==> config.mk <==
export PLATFORM = sky130hd
export DESIGN_NAME = encoder_83_seq
export DESIGN_NICKNAME = d
export VERILOG_FILES = /design/src/rtl/encoder_pkg.sv /design/src/rtl/prio_enc_8.sv /design/src/rtl/encoder_83_seq.sv
export SDC_FILE = /design/constraint.sdc
export NUM_CORES = 1
export LEC_CHECK = 0
export ABC_AREA = 1
export CAP_MARGIN = 20
export CORE_MARGIN = 5
export CORE_UTILIZATION = 52
export DETAILED_ROUTE_END_ITERATION = 6
export PLACE_DENSITY = 0.88
export RECOVER_POWER = 50
export SLEW_MARGIN = 20
export SYNTH_ARGS = -nofsm -noshare
export SYNTH_HDL_FRONTEND = slang
export SYNTH_SLANG_ARGS = --single-unit
==> constraint.sdc <==
create_clock -name clk -period 3 [get_ports clk]
set_clock_uncertainty 0.05 [all_clocks]
set_input_delay 0.6 -clock clk [delete_from_list [all_inputs] [get_ports clk]]
set_output_delay 0.6 -clock clk [all_outputs]
set_load 0.1 [all_outputs]
==> src/rtl/encoder_pkg.sv <==
// Shared definitions for the sequential 8-to-3 priority encoder.
//   IN_W / CODE_W : request-vector and code widths
//   EN_ACTIVE     : the only enable-group code that activates the block
//   state_e       : FSM states of encoder_83_seq
package encoder_pkg;

  localparam int IN_W   = 8;
  localparam int CODE_W = 3;

  localparam logic [2:0] EN_ACTIVE = 3'b100;

  typedef enum logic [1:0] {
    ST_IDLE = 2'd0,
    ST_SCAN = 2'd1,
    ST_OUT  = 2'd2
  } state_e;

endpackage

==> src/rtl/prio_enc_8.sv <==
// Combinational 8-bit priority selector.
//   vec_i        : request vector
//   high_first_i : 1 = highest set bit wins, 0 = lowest set bit wins
//   idx_o        : index of the winning bit (0 when vec_i is all-zero)
//   any_o        : at least one bit of vec_i is set
module prio_enc_8
  import encoder_pkg::*;
(
  input  logic [IN_W-1:0]   vec_i,
  input  logic              high_first_i,
  output logic [CODE_W-1:0] idx_o,
  output logic              any_o
);

  // NOTE: every output gets a default before the loops so no path leaves it
  // unassigned, which would otherwise infer a latch.
  always_comb begin
    idx_o = '0;
    any_o = |vec_i;
    // The last matching assignment wins, so the scan direction is the
    // reverse of the priority direction.
    if (high_first_i) begin
      for (int i = 0; i < IN_W; i++) begin
        if (vec_i[i]) idx_o = CODE_W'(i);
      end
    end else begin
      for (int i = IN_W - 1; i >= 0; i--) begin
        if (vec_i[i]) idx_o = CODE_W'(i);
      end
    end
  end

endmodule

==> src/rtl/encoder_83_seq.sv <==
// Sequential 8-to-3 encoder: captures a multi-hot request vector and emits the
// index of every set bit once, in priority order, with a valid/ack handshake.
//   clk, rst : clock and synchronous active-high reset
//   en       : enable group, active only at EN_ACTIVE; otherwise aborts work
//   load     : capture data_in when idle and enabled
//   data_in  : request vector, bit i requests code i
//   ack      : consumer accepts data_out while valid is high
//   data_out : registered code being served
//   valid    : registered, data_out awaits ack
//   busy     : FSM is not idle
//   empty    : pending vector is all-zero
module encoder_83_seq
  import encoder_pkg::*;
#(
  parameter bit HIGH_FIRST = 1'b1
) (
  input  logic              clk,
  input  logic              rst,
  input  logic [2:0]        en,
  input  logic              load,
  input  logic [IN_W-1:0]   data_in,
  input  logic              ack,
  output logic [CODE_W-1:0] data_out,
  output logic              valid,
  output logic              busy,
  output logic              empty
);

  state_e              state_q,    state_d;
  logic [IN_W-1:0]     pending_q,  pending_d;
  logic [CODE_W-1:0]   data_out_q, data_out_d;
  logic                valid_q,    valid_d;

  logic                en_ok;
  logic [CODE_W-1:0]   sel_idx;
  logic                sel_any;

  assign en_ok = (en == EN_ACTIVE);

  prio_enc_8 u_prio (
    .vec_i        (pending_q),
    .high_first_i (HIGH_FIRST),
    .idx_o        (sel_idx),
    .any_o        (sel_any)
  );

  always_comb begin
    state_d    = state_q;
    pending_d  = pending_q;
    data_out_d = data_out_q;
    valid_d    = valid_q;

    if (state_q != ST_IDLE && !en_ok) begin
      // Losing the enable mid-operation discards all outstanding work.
      state_d    = ST_IDLE;
      pending_d  = '0;
      data_out_d = '0;
      valid_d    = 1'b0;
    end else begin
      unique case (state_q)
        ST_IDLE: begin
          if (load && en_ok) begin
            pending_d = data_in;
            state_d   = ST_SCAN;
          end
        end
        ST_SCAN: begin
          if (!sel_any) begin
            state_d = ST_IDLE;
          end else begin
            data_out_d = sel_idx;
            valid_d    = 1'b1;
            state_d    = ST_OUT;
          end
        end
        ST_OUT: begin
          // Retiring the served bit is what guarantees no code repeats.
          if (ack) begin
            pending_d[data_out_q] = 1'b0;
            valid_d               = 1'b0;
            state_d               = ST_SCAN;
          end
        end
        default: state_d = ST_IDLE;
      endcase
    end
  end

  // NOTE: sequential state uses non-blocking assignments so every flop samples
  // the pre-edge values of the others.
  always_ff @(posedge clk) begin
    if (rst) begin
      state_q    <= ST_IDLE;
      pending_q  <= '0;
      data_out_q <= '0;
      valid_q    <= 1'b0;
    end else begin
      state_q    <= state_d;
      pending_q  <= pending_d;
      data_out_q <= data_out_d;
      valid_q    <= valid_d;
    end
  end

  assign data_out = data_out_q;
  assign valid    = valid_q;
  assign busy     = (state_q != ST_IDLE);
  assign empty    = (pending_q == '0);

endmodule
# == Yosys cells after proc, flatten, opt, wreduce, memory -nomap -nowiden ==
# Index checks and enable logic that the tools add are counted.
# totals
reg_bits,14
latch_bits,0
mem_bits_rw,0
mem_bits_ro,0
in_bits,15
output_inout_bits,6
wordCells,48
n_memories,0
# classes
add_sub_neg,0
mul,0
div,0
magnitude_cmp,2
eq_ne,6
shifts,0
mux,19
bitwise,2
reduce_logical,15
# ops
cell,count
2-to-1 mux 8 bit,2
case mux 8 bit (2 select lines),1
2-to-1 mux 3 bit,4
2-to-1 mux 2 bit,5
bitwise AND 8 bit,1
zero test 8 bit,1
NOT 8 bit,1
OR reduction 8 bit,1
!= test 2 bit (second input constant),3
case mux 2 bit (3 select lines),1
AND reduction 3 bit,2
nonzero test 2 bit,3
less-than comparator 3 x 4 -> 1 bit (second input constant),1
2-to-1 mux 1 bit,4
AND reduction 2 bit,2
demux 1 bit (select 3 bit),1
== test 3 bit (second input constant),1
>= comparator 3 x 1 -> 1 bit (second input constant),1
logical AND 1 bit,3
== test 2 x 1 -> 1 bit (second input constant),1
== test 2 bit (second input constant),1
zero test 2 bit,1
case mux 1 bit (2 select lines),1
OR reduction 2 bit,1
zero test 1 bit,1

# == Depth between registers and ports, before layout ==
# depth
ltp_word,8
ltp_mapped,7
mapped_depth_nobuf,7

# == Hierarchy ==
# A second synthesis with hierarchy kept.
# unflattened
cells_unflattened,176
hier_area_um2,998.5
# by_module_without_submodules
module,instances,cells_each,area_each_um2,seq_area_each_um2
encoder_83_seq,1,137,839.6,280.3
prio_enc_8,1,39,158.9,0.0

# == Worst setup path after synthesis ==
# Ideal clock, no wire load.
# synth_path
path_kind,reg-to-output
from,register pending_q[7]
to,output empty
arrival_time_ns,1.820
required_time_ns,2.350
slack_ns,0.530
stages_incl_launch_ff,4
path_buffers,0
path_cell_list,dfxtp_1 -> nor2_1 -> nand2_1 -> nor2_1
# synth_between
elab_chain_len,1
# synth_rtl
element,line,rtl
"start, declared",encoder_83_seq.sv:30,"logic [IN_W-1:0] pending_q, pending_d;"
"start signal, assigned",encoder_83_seq.sv:99,pending_q <= pending_d;
zero test 8 bit,encoder_83_seq.sv:108,assign empty = (pending_q == '0);
"end, declared",encoder_83_seq.sv:26,output logic empty
# Every way passes these cells.

# == Worst setup path in the final report ==
# layout_path
from,"register data_out_q[2], in the netlist data_out[2]"
to,output data_out[2]
# layout_lines
element,line,rtl
"start, declared",encoder_83_seq.sv:31,"logic [CODE_W-1:0] data_out_q, data_out_d;"
"start signal, assigned",encoder_83_seq.sv:100,data_out_q <= data_out_d;
"end, declared",encoder_83_seq.sv:23,"output logic [CODE_W-1:0] data_out,"
# No word-level cell between the ends.

==> out/results.ini <==
[run_status]
status = completed

[cells_and_area]
seqCellArea_sq_um = 280
n_antenna_cell = 0
fin_util = 0.643
fillers = 148
finalNetCount = 181
drive_gt1_frac = 0.0976
areaGrowthSynthToFinish_pct = 20.2
multiInputGateArea_sq_um = 504

[setup_path]
start_kind = flop
critPathKind = flop to output port
path_cells = clkbuf_1
setup.worst_path.end_class = output port
max_stage_delay_ns = 0.90
cp_slowest_cell = clkbuf_1
crit_family = buffers and inverters
worst_ep_arrival_time_ns = 1.68
cp.required_ns = 2.35
critical_path_buf_inv_count = 1
r2r_start = state_q[0]$_SDFFE_PP0P_
worst-path-max-fanout = 8
startpoint = data_out[2]$_SDFFE_PP0P_

[clock_tree]
cts_tree = built
root_buffer = clkbuf_4
clk_latency_ns = 0.27
hold_buffers = 0
clock_sinks = 14
cts_buffers = 3
postCtsResizedCells = 0
cts.htree.levels = 1
clk_pin_slew_worst_paths_ns = 0.08
post-cts-setup-buffer-count = 0
clockBufferDepth = 2

[timing]
worst_pin_slew_ns = 1.16
fin_crit_ns = 2.33
timing.setup.tns_ns = 0
drv_slew = 0
fin_hold_ws_ns = 0.435
post-route-worst-setup-slack_ns = 0.673
clock.fmax_mhz = 430
fin_crit_sh = 0.776
hold_viol = 0
max_slew_margin = 0.228
rsz0062_at_grt = false
setup_viol = 0

[power]
total_power_mw = 0.403
leakage_nw = 0.512
p_per_area_nw_per_um2 = 376
peakVddDrop_mv = 0.205

[placed_design]
pre_cts_slack_ns = 0.911
io_buffers = 20
gp_congestion = 0.927
dp_hpwl_microns = 1650

[routing]
dr.pass1.iters = 4
routedWlPerCell_microns = 12.2
postRouteAntennaNets = 0
routed_wl_microns = 2200
via_count = 997
viasPerCell = 5.51
dr.first_iter.drc_count = 39
drc = 0

[grt]
grt_antenna_before_repair = 0
overflow = 0
grt_max_degree = 12
globalRouteTotalUtil = 0.185
grt_pass1_vias = 880
grt_pass1_wl_microns = 3710

[job]
drv_cap = 0

[synthesis]
synth.net_count = 159
syn_area_per_cell_sq_um = 6.20
synth_top_family_by_area = simple AND/OR/NAND/NOR gates
synth_compound_area_frac = 0.0994
synthCells = 144
synth-simple-area-share = 0.469
synth-adder-area-share = 0
syn_area_sq_um = 893
yosys_warnings = 0
synth_xor_area_frac = 0
yosysUniqueCellTypes = 18
ys_ff_latch = 14
synthMuxAreaShare = 0
ys_seq_area_frac = 0.314

[floorplan]
initial_core_util = 0.535
fp.dieW_microns = 51.5
die_area_sq_um = 2650
rows = 15
core_area_sq_um = 1670
fp.dieH_microns = 51.5
io_pins = 21

[worst_hold_path]
hp-start = valid$_SDFFE_PP0P_
hold_class = flop to flop

[per-stage QoR]
stage                     instance area [sq um]  std cells
after floorplan                             893        144
after global placement                     1070        178
after detailed placement                   1070        178
after CTS                                  1090        181
after global routing                       1070        181
final                                      1070        181
[registers in the layout (all words and copies together), names as in the netlist]
| signal | count |
|---|---|
| data_out | 3 |
| pending_q | 8 |
| valid | 1 |
| state_q | 2 |
[worst paths after layout]
check                             to  slack [ns]  cells past startpoint
hold / removal    valid$_SDFFE_PP0P_        0.43                      2
setup / recovery         data_out[2]        0.67                      1
setup reg to reg  valid$_SDFFE_PP0P_        1.05                      5
hold reg to reg   valid$_SDFFE_PP0P_        0.43                      2
[report_power, final]
| part | total [mW] | switching, mW | internal [mW] | leakage [nW] |
|---|---|---|---|---|
| Clock | 0.103 | 0.0567 | 0.0465 | 0.0138 |
| Sequential | 0.198 | 0.00661 | 0.191 | 0.113 |
| Combinational | 0.102 | 0.0662 | 0.0359 | 0.385 |
| Total | 0.403 | 0.129 | 0.274 | 0.512 |
[cell type report]
| type | instances | area share |
|---|---|---|
| multi-input cells | 108 | 0.470 |
| inverters | 19 | 0.0664 |
| well taps | 17 | 0.0198 |
| flip-flops and latches | 14 | 0.261 |
| repair buffers | 20 | 0.162 |
| clock buffers | 3 | 0.0210 |
[cells in the mapped netlist]
cell,number,area share
a21boi_0,1,0.0084
a21oi_1,4,0.022
a21oi_2,1,0.0098
buf_6,3,0.038
dfxtp_1,14,0.31
inv_1,17,0.071
inv_2,2,0.0084
nand2_1,35,0.15
nand2_2,1,0.0070
nand2_4,1,0.013
nand3_1,24,0.13
nor2_1,25,0.11
nor2_2,4,0.028
nor2_4,1,0.013
nor2_8,1,0.022
o21a_1,1,0.0084
o21ai_0,8,0.045
o21ai_1,1,0.0056
[per-layer routing]
metal	global-route usage	wire (microns)
met3	0.0262	174
met5	0	0
met1	0.219	896
met4	0.0917	56
met2	0.322	1070
[logic make-up after synthesis]
family | Yosys count
flops | 14
compound gates | 16
simple gates | 92
buf+inv | 22
[cell usage in the layout (no fill, tap or decap), types with 2 or more instances in the layout]
master | netlist | routed
a21oi_1 | 4 | 5
nor2_2 | 4 | 4
nand3_1 | 24 | 24
dfxtp_1 | 14 | 14
nand2_1 | 35 | 35
clkbuf_1 | 0 | 3
nor2_1 | 25 | 25
inv_2 | 2 | 2
o21ai_0 | 8 | 8
inv_1 | 17 | 17
clkdlybuf4s50_1 | 0 | 13
buf_4 | 0 | 3
clkbuf_4 | 0 | 3
Note: power is estimated with default switching activity, not from simulation.
